--- config.mk ---
export PLATFORM = sky130hd
export DESIGN_NAME = wide_adder_seq_flat
export DESIGN_NICKNAME = d
export VERILOG_FILES = /design/src/rtl/wide_adder_seq_pkg.sv /design/src/rtl/wide_adder_seq_if.sv /design/src/rtl/wide_adder_seq_cska.sv /design/src/rtl/wide_adder_seq.sv /design/src/flat_wrapper.sv
export SDC_FILE = /design/constraint.sdc
export NUM_CORES = 1
export LEC_CHECK = 0
export CAP_MARGIN = 20
export CORE_MARGIN = 2
export CORE_UTILIZATION = 30
export DETAILED_ROUTE_END_ITERATION = 8
export GPL_TIMING_DRIVEN = 0
export PLACE_DENSITY = 0.54
export SLEW_MARGIN = 20
export SYNTH_ARGS = -nofsm -noshare
export SYNTH_HDL_FRONTEND = slang
export SYNTH_HIERARCHICAL = 1
export SYNTH_SLANG_ARGS = --single-unit
--- constraint.sdc ---
create_clock -name clk -period 30.5 [get_ports clk]
set_input_delay 6.1 -clock clk [delete_from_list [all_inputs] [get_ports clk]]
set_output_delay 6.1 -clock clk [all_outputs]
set_load 0.05 [all_outputs]
--- src/rtl/wide_adder_seq_pkg.sv ---
// wide_adder_seq_pkg: word width and FSM state encoding shared by the wide adder slice
package wide_adder_seq_pkg;
  localparam int WORD_W = 32;
  typedef enum logic [1:0] {ST_IDLE = 2'd0, ST_ADD = 2'd1, ST_DONE = 2'd2} state_t;
endpackage

--- src/rtl/wide_adder_seq_if.sv ---
// wide_adder_seq_if: operand (in_valid/in_ready/a/b/cin) and result (out_valid/out_ready/s/cout[/ovf with WIDE_ADD_OVF_EN]) bundle; slave=adder, master=source+consumer
interface wide_adder_seq_if #(parameter int NWORDS = 4);
  localparam int W = wide_adder_seq_pkg::WORD_W * NWORDS;
  logic in_valid, in_ready, cin, out_valid, out_ready, cout;
  logic [W-1:0] a, b, s;
`ifdef WIDE_ADD_OVF_EN
  logic ovf;
  modport slave(input in_valid, a, b, cin, out_ready, output in_ready, out_valid, s, cout, ovf);
  modport master(output in_valid, a, b, cin, out_ready, input in_ready, out_valid, s, cout, ovf);
`else
  modport slave(input in_valid, a, b, cin, out_ready, output in_ready, out_valid, s, cout);
  modport master(output in_valid, a, b, cin, out_ready, input in_ready, out_valid, s, cout);
`endif
endinterface

--- src/rtl/wide_adder_seq_cska.sv ---
// wide_adder_seq_cska: 32-bit carry-skip adder (a, b, cin -> s, cout), 4-bit blocks whose carry bypasses the block when every bit propagates
module wide_adder_seq_cska (
  input  logic [31:0] a,
  input  logic [31:0] b,
  input  logic        cin,
  output logic [31:0] s,
  output logic        cout
);
  logic [8:0] c;
  assign c[0] = cin;
  for (genvar g = 0; g < 8; g++) begin : g_blk
    logic [3:0] p;
    logic [4:0] r;
    assign p = a[4*g +: 4] ^ b[4*g +: 4];
    assign r = {1'b0, a[4*g +: 4]} + {1'b0, b[4*g +: 4]} + {4'b0, c[g]};
    assign s[4*g +: 4] = r[3:0];
    assign c[g+1] = &p ? c[g] : r[4];
  end
  assign cout = c[8];
endmodule

--- src/rtl/wide_adder_seq.sv ---
// wide_adder_seq: multi-cycle 32*NWORDS-bit adder, one carry-skip word per clock LSW first; ports clk, rst_n (async low), bus (wide_adder_seq_if.slave); WIDE_ADD_OVF_EN adds signed overflow ovf
module wide_adder_seq
  import wide_adder_seq_pkg::*;
#(parameter int NWORDS = 4) (
  input logic clk,
  input logic rst_n,
  wide_adder_seq_if.slave bus
);
  localparam int W = WORD_W * NWORDS;
  localparam int IW = NWORDS > 1 ? $clog2(NWORDS) : 1;
  state_t state, state_nx;
  logic live, carry, cout_r, co, last;
  logic [IW-1:0] idx;
  logic [W-1:0] a_r, b_r, s_r;
  logic [WORD_W-1:0] aw, bw, sw;
  assign aw = a_r[{idx, 5'd0} +: WORD_W];
  assign bw = b_r[{idx, 5'd0} +: WORD_W];
  wide_adder_seq_cska u_slice (.a(aw), .b(bw), .cin(carry), .s(sw), .cout(co));
  assign last = idx == IW'(NWORDS - 1);
  assign bus.in_ready = live && state == ST_IDLE;
  assign bus.out_valid = state == ST_DONE;
  assign bus.s = s_r;
  assign bus.cout = cout_r;
`ifdef WIDE_ADD_OVF_EN
  logic ovf_r;
  assign bus.ovf = ovf_r;
`endif
  always_comb begin
    state_nx = state == ST_IDLE ? (bus.in_valid && live ? ST_ADD : ST_IDLE) :
               state == ST_ADD  ? (last ? ST_DONE : ST_ADD) :
               state == ST_DONE ? (bus.out_ready ? ST_IDLE : ST_DONE) : ST_IDLE;
  end
  always_ff @(posedge clk or negedge rst_n) begin
    if (!rst_n) state <= ST_IDLE;
    else state <= state_nx;
  end
  always_ff @(posedge clk or negedge rst_n) begin
    if (!rst_n) begin
      live <= 1'b0;
      carry <= 1'b0;
      cout_r <= 1'b0;
      idx <= '0;
      a_r <= '0;
      b_r <= '0;
      s_r <= '0;
`ifdef WIDE_ADD_OVF_EN
      ovf_r <= 1'b0;
`endif
    end else begin
      live <= 1'b1;
      if (bus.in_ready && bus.in_valid) begin
        a_r <= bus.a;
        b_r <= bus.b;
        carry <= bus.cin;
        idx <= '0;
      end
      if (state == ST_ADD) begin
        s_r[{idx, 5'd0} +: WORD_W] <= sw;
        carry <= co;
        idx <= idx + IW'(1);
        if (last) begin
          cout_r <= co;
`ifdef WIDE_ADD_OVF_EN
          ovf_r <= sw[WORD_W-1] ^ aw[WORD_W-1] ^ bw[WORD_W-1] ^ co;
`endif
        end
      end
    end
  end
endmodule

--- src/flat_wrapper.sv ---
// flat-port wrapper written by rule: the top's interface ports become plain ports
module wide_adder_seq_flat import wide_adder_seq_pkg::*;
#(parameter int NWORDS = 4)
  (clk, rst_n, bus_in_valid, bus_a, bus_b, bus_cin, bus_out_ready, bus_in_ready, bus_out_valid, bus_s, bus_cout);
  wide_adder_seq_if #(.NWORDS(NWORDS)) bus_i ();
  input logic clk;
  input logic rst_n;
  input wire logic [$bits(bus_i.in_valid)-1:0] bus_in_valid;
  input wire logic [$bits(bus_i.a)-1:0] bus_a;
  input wire logic [$bits(bus_i.b)-1:0] bus_b;
  input wire logic [$bits(bus_i.cin)-1:0] bus_cin;
  input wire logic [$bits(bus_i.out_ready)-1:0] bus_out_ready;
  output wire logic [$bits(bus_i.in_ready)-1:0] bus_in_ready;
  output wire logic [$bits(bus_i.out_valid)-1:0] bus_out_valid;
  output wire logic [$bits(bus_i.s)-1:0] bus_s;
  output wire logic [$bits(bus_i.cout)-1:0] bus_cout;
  assign bus_i.in_valid = bus_in_valid;
  assign bus_i.a = bus_a;
  assign bus_i.b = bus_b;
  assign bus_i.cin = bus_cin;
  assign bus_i.out_ready = bus_out_ready;
  assign bus_in_ready = bus_i.in_ready;
  assign bus_out_valid = bus_i.out_valid;
  assign bus_s = bus_i.s;
  assign bus_cout = bus_i.cout;
  wide_adder_seq #(.NWORDS(NWORDS)) u_core (.clk(clk), .rst_n(rst_n), .bus(bus_i));
endmodule
# After elaboration in Yosys (flattened, before gate mapping)
# Cells that the tools add are included.
[op_classes]
addsub = 18
eq_ne = 3
shifts = 4
muxes = 19
n_bitwise = 8
n_reduce_logical = 14
[ops]
columns = ["operator", "count"]
rows = [
  ["$shiftx A128 B8 Y32", 2],
  ["$bwmux W128", 1],
  ["$shift A32 B9 Y128 const A", 1],
  ["$shiftx A32 B9 Y128", 1],
  ["$add A4 B4 Y5", 8],
  ["$add A5 B1 Y5", 8],
  ["$reduce_and A4 Y1", 8],
  ["$xor A4 B4 Y4", 8],
  ["$mux W2", 7],
  ["$mux W1", 11],
  ["$neg A7 Y9", 1],
  ["$eq A2 B2 Y1 const B", 2],
  ["$logic_and A1 B1 Y1", 3],
  ["$add A2 B1 Y2 const B", 1],
  ["$eq A2 B1 Y1 const B", 1],
  ["$logic_not A2 Y1", 1],
  ["$reduce_and A2 Y1", 1],
  ["$reduce_bool A2 Y1", 1],
]
[totals]
ff_bits = 391

# Longest topological paths before layout
# Gate-level depths: netlist of the first run.
[depth]
word_depth = 19
ltp_mapped = 53

# Cells and area by module
# Netlist of the first run, hierarchy kept.
[modules_own_cells]
columns = ["mod", "instances", "cells_each", "area_each_um2", "seq_area_each_um2"]
rows = [
  ["wide_adder_seq", 1, 950, 16054.1, 9784.4],
  ["wide_adder_seq_cska", 1, 152, 1421.4, 0.0],
]

# Worst setup path after synthesis of the first run
# No wires, ideal clock.
[synth_path]
path_type = "register to register"
startpoint = "register u_core.idx[0]"
endpoint = "register u_core.cout_r, in the netlist u_core/bus.cout"
setup_time_ns = 0.125
t_arrival_ns = 11.133
t_required_ns = 30.375
setup_slack_ns = 19.243
stages_incl_launch_ff = 53
period_less_slack_ns = 11.257
cell_sequence = "dfrtp_1 -> buf_2 -> buf_2 -> mux4_2 -> inv_1 -> fa_1 -> inv_1 -> fa_1 -> a211oi_1 -> a21o_2 -> inv_1 -> fa_1 -> fa_1 -> and3_2 -> nor2_1 -> mux2_2 -> inv_1 -> fa_1 -> [... 17 more ...] -> and2b_2 -> o21ai_0 -> a2bb2oi_2 -> fa_1 -> fa_1 -> a21oi_1 -> nor2b_1 -> o21a_1 -> nor2_1 -> a21oi_1 -> fa_1 -> inv_1 -> fa_1 -> nand2_1 -> a21o_1 -> a21oi_1 -> a211oi_2 -> mux2_2"
[synth_via]
elab_chain_len = 18
elab_cells_between_ends = 44
classes_between = "add/sub (16); eq/ne (1); shift (2); mux (8); bitwise (8); reduce/logical (9)"
[synth_rtl]
columns = ["item", "line", "rtl"]
rows = [
  ["start, declared", "wide_adder_seq.sv:13", "logic [IW-1:0] idx;"],
  ["start signal, assigned", "wide_adder_seq.sv:60", "idx <= idx + IW'(1);"],
  ["$shiftx A128 B8 Y32 *", "wide_adder_seq.sv:16", "assign aw = a_r[{idx, 5'd0} +: WORD_W];"],
  ["named net u_core.aw[0]", "wide_adder_seq.sv:15", "logic [WORD_W-1:0] aw, bw, sw;"],
  ["$add A4 B4 Y5 / $xor A4 B4 Y4 (equally long branches)", "wide_adder_seq_cska.sv:15, wide_adder_seq_cska.sv:14", ""],
  ["$add A5 B1 Y5 / $reduce_and A4 Y1 (equally long branches)", "wide_adder_seq_cska.sv:15, wide_adder_seq_cska.sv:17", ""],
  ["$mux W1 *", "wide_adder_seq_cska.sv:17", "assign c[g+1] = &p ? c[g] : r[4];"],
  ["$add A5 B1 Y5", "wide_adder_seq_cska.sv:15", "assign r = {1'b0, a[4*g +: 4]} + {1'b0, b[4*g +: 4]} + {4'b0, c[g]};"],
  ["$mux W1 *", "wide_adder_seq_cska.sv:17", ""],
  ["$add A5 B1 Y5", "wide_adder_seq_cska.sv:15", ""],
  ["[... 4 more ...]", "-", ""],
  ["$mux W1 *", "wide_adder_seq_cska.sv:17", ""],
  ["$add A5 B1 Y5", "wide_adder_seq_cska.sv:15", ""],
  ["$mux W1 *", "wide_adder_seq_cska.sv:17", ""],
  ["$add A5 B1 Y5", "wide_adder_seq_cska.sv:15", ""],
  ["$mux W1 *", "wide_adder_seq_cska.sv:17", ""],
  ["$add A5 B1 Y5", "wide_adder_seq_cska.sv:15", ""],
  ["$mux W1 *", "wide_adder_seq_cska.sv:17", ""],
  ["named net u_core.co", "wide_adder_seq.sv:12", "logic live, carry, cout_r, co, last;"],
  ["end signal, assigned", "wide_adder_seq.sv:62", "cout_r <= co;"],
  ["end, declared", "wide_adder_seq.sv:12", ""],
]
# Mark *: on every way through the listed nets, which the timed path passes. The rest lies on a longest branch.
# A chain may end at the register's enable or synchronous reset.

# Final worst setup path of the first run
[layout_path]
startpoint = "register u_core.idx[1]"
endpoint = "register u_core.carry"
[layout_via]
elab_chain_len = 19
elab_cells_between_ends = 43
classes_between = "add/sub (16); shift (2); mux (9); bitwise (8); reduce/logical (8)"
[layout_rtl]
columns = ["item", "line", "rtl"]
rows = [
  ["$shiftx A128 B8 Y32 *", "wide_adder_seq.sv:16", ""],
  ["named net u_core.aw[0]", "wide_adder_seq.sv:15", ""],
  ["$add A4 B4 Y5 / $xor A4 B4 Y4 (equally long branches)", "wide_adder_seq_cska.sv:15, wide_adder_seq_cska.sv:14", ""],
  ["$add A5 B1 Y5 / $reduce_and A4 Y1 (equally long branches)", "wide_adder_seq_cska.sv:15, wide_adder_seq_cska.sv:17", ""],
  ["$mux W1 *", "wide_adder_seq_cska.sv:17", ""],
  ["$add A5 B1 Y5", "wide_adder_seq_cska.sv:15", ""],
  ["$mux W1 *", "wide_adder_seq_cska.sv:17", ""],
  ["$add A5 B1 Y5", "wide_adder_seq_cska.sv:15", ""],
  ["[... 5 more ...]", "-", ""],
  ["$add A5 B1 Y5", "wide_adder_seq_cska.sv:15", ""],
  ["$mux W1 *", "wide_adder_seq_cska.sv:17", ""],
  ["$add A5 B1 Y5", "wide_adder_seq_cska.sv:15", ""],
  ["$mux W1 *", "wide_adder_seq_cska.sv:17", ""],
  ["$add A5 B1 Y5", "wide_adder_seq_cska.sv:15", ""],
  ["$mux W1 *", "wide_adder_seq_cska.sv:17", ""],
  ["named net u_core.co", "wide_adder_seq.sv:12", ""],
  ["$mux W1 *", "wide_adder_seq.sv:57", "if (state == ST_ADD) begin"],
  ["end signal, assigned", "wide_adder_seq.sv:54", "carry <= bus.cin;"],
  ["end signal, assigned", "wide_adder_seq.sv:59", "carry <= co;"],
  ["end, declared", "wide_adder_seq.sv:12", ""],
]
# Marks and branches as above.

==> impl_metrics.env, run 1 <==
export IMPL_status="complete, no violations"
export IMPL_arrival_ps=13450
export IMPL_finalNetCount=1858
export IMPL_grt_pass1_wl_mm=83.2
export IMPL_synth_top_area_share_pct=56.0
export IMPL_p_clk_share_pct=17.0
export IMPL_yosys_warnings=6
export IMPL_dpl_cell_area_mm2=0.0225
export IMPL_synthToLayoutAreaGrowth_pct=37.4
export IMPL_ys_top_cells_by_area="dfrtp_1, mux2_1, mux4_2, a22o_1, ha_1"
export IMPL_hold_path_depth=1
export IMPL_synth_area_leader_cell="dfrtp_1"
export IMPL_fill_cells=5399
export IMPL_final_common_cell="dfrtp_1"
export IMPL_critPathRequiredTime_ps=30940
export IMPL_synth_edff_count=0
export IMPL_ys_seq_area_share_pct=56.0
export IMPL_overflow=0
export IMPL_power_internal_mw=1.82
export IMPL_totalWireLength_mm=56.3
export IMPL_post_route_period_util_pct=42.6
export IMPL_path_clk_slew_ps=60
export IMPL_cp_slowest_cell="clkbuf_1"
export IMPL_synthCells=1102
export IMPL_slowest_delay_ps=710
export IMPL_ant_nets=0
export IMPL_final_util_pct=41.6
export IMPL_grt_setup_unrepaired="no"
export IMPL_final_cells=2350
export IMPL_wl_per_cell_um=23.9
export IMPL_synth_cell_types=54
export IMPL_die_x_um=245
export IMPL_peakVddDrop_mv=0.0880
export IMPL_timing_worst_setup_path_type="reg -> reg"
export IMPL_grt_pass1_vias=12400
export IMPL_wl_met2_mm=27.4
export IMPL_routed_top_layer="met5"
export IMPL_critPathLaunchType="register"
export IMPL_relSlewSlack_pct=35.4
export IMPL_grt_max_degree=95
export IMPL_cts_setup_buffers=0
export IMPL_total_power_mw=3.31
export IMPL_cts_path_max_buffers=3
export IMPL_core_area_mm2=0.0577
export IMPL_final_area_mm2=0.0240
export IMPL_setup_tns_ps=0
export IMPL_routed_via_count=11300
export IMPL_reg2reg_depth=53
export IMPL_slew_viol_final=0
export IMPL_switching_share_pct=45.2
export IMPL_gp_congestion=0.777
export IMPL_clock_latency_ps=570
export IMPL_setup_violations=0
export IMPL_max_freq_ghz=0.0769
export IMPL_r2r_start="u_core/idx[1]$_DFFE_PN0P_"
export IMPL_p_sw_mw=1.50
export IMPL_die_area_mm2=0.0602
export IMPL_clock_skew_ps=20.3
export IMPL_track_usage_pct=18.8
export IMPL_netlist_area_mm2=0.0175
export IMPL_io_buffers=391
export IMPL_min_to="u_core/b_r[17]$_DFFE_PN0P_"
export IMPL_avgSynthCellArea_um2=15.9
export IMPL_rows=88
export IMPL_hp_start="u_core/b_r[17]$_DFFE_PN0P_"
export IMPL_dp_cells=2262
export IMPL_worst_slew_pin_slew_ps=969
export IMPL_synth_seq_cells=391
export IMPL_cts_resized=0
export IMPL_hold_path_class="reg -> reg"
export IMPL_endpoint_kind="register"
export IMPL_cts_buffers=45
export IMPL_layout_common_cells="dfrtp_1, clkdlybuf4s50_1, mux2_1, a22o_1, mux4_2"
export IMPL_drv_cap=0
export IMPL_cp_common_cell="fa_1"
export IMPL_cts_tree="done"
export IMPL_synth_nets=1416
export IMPL_p_comb_share_pct=56.6
export IMPL_drt_iter0_drc=425
export IMPL_reg2reg_to="u_core/carry$_DFFE_PN0P_"
export IMPL_cts_hold_fix_buffers=0
export IMPL_firstDrtPassIters=4
export IMPL_die_h_um=245
export IMPL_route_detailed_drc=0
export IMPL_drive_gt1_share_pct=14.6
export IMPL_cts_max_level=2
export IMPL_final_hold_viol_count=0
export IMPL_dp_hpwl_mm=43.3
export IMPL_drt_vias_per_instance=4.80
export IMPL_synth_ff_type="dfrtp_1"
export IMPL_clock_root_buffer="clkbuf_16"
export IMPL_antenna_found_initial=14
export IMPL_asyncSetResetFlopFracSynth_pct=100
export IMPL_min_period_ps=13000
export IMPL_start_util_pct=30.3
export IMPL_critPathMaxFanout=10
export IMPL_io_pins=392
export IMPL_power_density_mw_per_mm2=138
export IMPL_wl_met1_mm=24.1
export IMPL_p_leak_nw=10.3
export IMPL_wl_met3_mm=3.70
export IMPL_pwr_share_seq_pct=26.4
export IMPL_r2r_setup_slack_ps=17500
export IMPL_cts_sinks=391
-- how the worst max path moves through the flow --
stage                     slack (ps)                     endpoint                       from
after CTS                      17300     u_core/carry$_DFFE_PN0P_  u_core/idx[1]$_DFFE_PN0P_
after floorplan                19240  u_core/bus.cout$_DFFE_PN0P_  u_core/idx[0]$_DFFE_PN0P_
final                          17500     u_core/carry$_DFFE_PN0P_  u_core/idx[1]$_DFFE_PN0P_
after global placement          5830   u_core/a_r[87]$_DFFE_PN0P_                      rst_n
after detailed placement       17360     u_core/carry$_DFFE_PN0P_  u_core/idx[1]$_DFFE_PN0P_
after global routing           16580     u_core/carry$_DFFE_PN0P_  u_core/idx[1]$_DFFE_PN0P_
-- worst max-delay path: cells and delay by family (launching register included) --
| kind | cells | cell delay [ps] |
|---|---|---|
| mux | 2 | 650 |
| flops | 1 | 420 |
| buf+inv | 8 | 1500 |
| fa+ha+maj | 16 | 5930 |
| simple gates | 8 | 900 |
| compound gates | 19 | 3430 |
-- state kept, by name (all words and copies together) (netlist names) --
name and flops:
u_core/a_r 128, u_core/b_r 128, u_core/bus.s 128, u_core/idx 2
u_core/state 2, u_core/bus.cout 1, u_core/carry 1, u_core/live 1
-- synth_stat cells, drive strengths merged, types with 3 or more instances --
cell type  number
a21o           13
xnor2          10
a211oi          4
and2b           3
nor2            9
nand3b          3
buf            53
ha             37
nand4           6
mux4           64
fa             16
a22o          124
a32o            4
o21ai           6
mux2          259
nand2b          3
a21oi          16
o211a           3
nand2           6
xor2            6
nor3            6
clkbuf         17
dfrtp         391
and4            3
inv            22
-- routing by layer --
metal | vias up | global-route usage (%)
met5 | - | 0
met4 | 12 | 4.53
met3 | 74 | 4.87
met2 | 273 | 31.2
met1 | 5864 | 24.7
li1 | 5050 | -
-- logic make-up (layout without fill, tap and decap cells) --
group | Yosys count | count (layout) | share of synthesized area (%)
mux | 324 | 324 | 25.0
buf+inv | 92 | 568 | 3.24
xor+xnor | 16 | 16 | 0.802
compound gates | 177 | 177 | 8.46
simple gates | 48 | 48 | 2.00
flops | 391 | 391 | 56.0
other cells | 1 | 8 | 0.0215
fa+ha+maj | 53 | 53 | 4.48
-- cell type report --
type                            count  area (µm²)  share of cell area [%]
Sequential cell                   391        9780                    40.7
Clock buffer                       63        1310                    5.44
Antenna cell                        7        17.5                  0.0729
Timing Repair Buffer              395        4030                    16.8
Multi-Input combinational cell    619        7120                    29.7
Inverter                           22        82.6                   0.344
Clock inverter                     18         231                   0.964
Tap cell                          765         957                    3.99
Buffer                             70         484                    2.02
-- through the flow --
stage                     setup slack (ps)  hold slack, ps
final                                17500             479
after global routing                 16580             493
after CTS                            17300             483
after detailed placement             17360             469
after global placement                5830             462
after floorplan                      19240             452
-- power groups by stage --
stage | Sequential, mW | Clock (mW) | Combinational, mW
floorplan | 1.04 | 0 | 1.01
global placement | 0.882 | 0 | 1.88
detailed placement | 0.885 | 0 | 1.90
CTS | 0.877 | 0.581 | 1.91
global route | 0.906 | 0.600 | 2.04
finish | 0.876 | 0.564 | 1.87
Note: power is estimated with default switching activity, not from simulation.
==> run 2: changes to the inputs <==
--- a/config.mk
+++ b/config.mk
@@ -10,7 +10,7 @@
 export CORE_UTILIZATION = 30
 export DETAILED_ROUTE_END_ITERATION = 8
 export GPL_TIMING_DRIVEN = 0
-export PLACE_DENSITY = 0.54
+export PLACE_DENSITY = 0.56
 export SLEW_MARGIN = 20
 export SYNTH_ARGS = -nofsm -noshare
 export SYNTH_HDL_FRONTEND = slang
==> constraint.sdc (replaced) <==
create_clock -name clk -period 11.05 [get_ports clk]
set_input_delay 2.21 -clock clk [delete_from_list [all_inputs] [get_ports clk]]
set_output_delay 2.21 -clock clk [all_outputs]
set_load 0.05 [all_outputs]
==> impl_metrics.env, run 2 (synthesized netlist as in run 1, its figures left out) <==
export IMPL_status="complete, no violations"
export IMPL_critPathLaunchType="register"
export IMPL_grtUsageMet3_pct=4.74
export IMPL_cp_common_cell="fa_2"
export IMPL_slew_viol_final=0
export IMPL_cts_buffers=45
export IMPL_setup_tns_ps=0
export IMPL_clock_latency_ps=580
export IMPL_core_area_mm2=0.0577
export IMPL_drive_gt1_share_pct=18.8
export IMPL_finalNetCount=1889
export IMPL_final_common_cell="dfrtp_1"
export IMPL_drt_iter0_drc=455
export IMPL_grt_setup_unrepaired="yes"
export IMPL_ant_nets=0
export IMPL_grt_pass1_vias=12500
export IMPL_regArea_mm2=0.00978
export IMPL_gp_congestion=0.780
export IMPL_r2r_start="u_core/idx[0]$_DFFE_PN0P_"
export IMPL_worst_slew_pin_slew_ps=1020
export IMPL_io_buffers=391
export IMPL_reg2reg_depth=52
export IMPL_io_pins=392
export IMPL_die_x_um=245
export IMPL_die_h_um=245
export IMPL_dp_slack_ps=-1530
export IMPL_dp_hpwl_mm=43.3
export IMPL_drt_vias_per_instance=4.85
export IMPL_route_detailed_drc=0
export IMPL_cts_max_level=2
export IMPL_timing_worst_setup_path_type="reg -> reg"
export IMPL_antenna_found_initial=11
export IMPL_start_util_pct=30.3
export IMPL_critPathLaunch="u_core/idx[0]$_DFFE_PN0P_"
export IMPL_critPathRequiredTime_ps=11510
export IMPL_hold_path_depth=1
export IMPL_wl_per_cell_um=23.9
export IMPL_slowest_delay_ps=550
export IMPL_arrival_ps=11420
export IMPL_firstDrtPassIters=6
export IMPL_post_route_period_util_pct=99.2
export IMPL_grt_max_degree=99
export IMPL_multiInputGateArea_mm2=0.00726
export IMPL_cts_path_max_buffers=3
export IMPL_cts_tree="done"
export IMPL_cp_slowest_cell="mux4_2"
export IMPL_layout_setup_ws_ps=93.1
export IMPL_setup_violations=0
export IMPL_min_period_ps=10960
export IMPL_endpoint_kind="register"
export IMPL_clock_skew_ps=13.8
export IMPL_grt_use_met2_pct=31.1
export IMPL_use_met1_pct=24.3
export IMPL_hp_start="u_core/a_r[109]$_DFFE_PN0P_"
export IMPL_layout_common_cells="dfrtp_1, clkdlybuf4s50_1, mux2_1, a22o_1, mux4_2"
export IMPL_totalWireLength_mm=57.0
export IMPL_drv_cap=0
export IMPL_cts_sinks=391
export IMPL_final_hold_viol_count=0
export IMPL_fill_cells=5303
export IMPL_track_usage_pct=18.9
export IMPL_critPathMaxFanout=4
export IMPL_routed_via_count=11500
export IMPL_grt_busiest_layer="met2"
export IMPL_relSlewSlack_pct=31.9
export IMPL_grt_pass1_wl_mm=83.0
export IMPL_path_clk_slew_ps=60
export IMPL_hold_path_class="reg -> reg"
export IMPL_rows=88
export IMPL_clock_root_buffer="clkbuf_16"
export IMPL_synthToLayoutAreaGrowth_pct=39.8
export IMPL_max_freq_ghz=0.0913
export IMPL_overflow=0
export IMPL_die_area_mm2=0.0602
run 2: area by class of cell:
class | count | area share, %
clock inverter | 17 | 0.707
tap | 765 | 3.92
clock buffer | 59 | 5.37
inverter | 22 | 0.338
sequential | 391 | 40.1
timing repair buffer | 426 | 17.5
multi-input combinational | 619 | 29.7
buffer | 70 | 2.30
antenna | 10 | 0.102
run 2: path summary, 6_finish.rpt:
path                                                    end  slack (ps)
worst min register to register  u_core/a_r[109]$_DFFE_PN0P_         480
worst max register to register  u_core/bus.cout$_DFFE_PN0P_          90
worst min-delay path            u_core/a_r[109]$_DFFE_PN0P_         480
max in group asynchronous       u_core/b_r[119]$_DFFE_PN0P_        8770
min in group asynchronous       u_core/bus.s[5]$_DFFE_PN0P_        1480
worst max-delay path            u_core/bus.cout$_DFFE_PN0P_          90
run 2: layer usage:
| metal | part of all wire, % | wire [µm] |
|---|---|---|
| met3 | 7.1 | 4040 |
| met5 | 0.12 | 67 |
| met2 | 48 | 27600 |
| met1 | 42 | 23800 |
| met4 | 2.6 | 1480 |
run 2: through the flow:
step	instances	hold WS (ps)	utilization [%]	cell area (µm²)
floorplan	1102	452	-	17500
global placement	2258	462	38.7	22400
detailed placement	2262	470	38.9	22500
CTS	2359	483	42.1	24300
global route	2374	493	42.3	24400
finish	2379	478	42.3	24400
run 2: critical path, delay by kind of cell, from the launching register on:
family                   cells  cell delay [ps]
flip-flops                   1              380
buffers and inverters        8              590
multiplexers                 3             1000
AND/OR/NAND/NOR              8              840
AO/OA/AOI/OAI               17             2690
adder cells (fa/ha/maj)     16             5330
run 2: repair_timing:
item                       in CTS  in global routing
hold buffers                    0                  0
pin swaps                      11                  8
setup buffers                  21                 11
gates resized for setup        54                  7
setup endpoints to repair      22                 14
Power of run 2 is not shown: default switching activity piles up to over one toggle a cycle in this logic, so the estimate is an artifact.
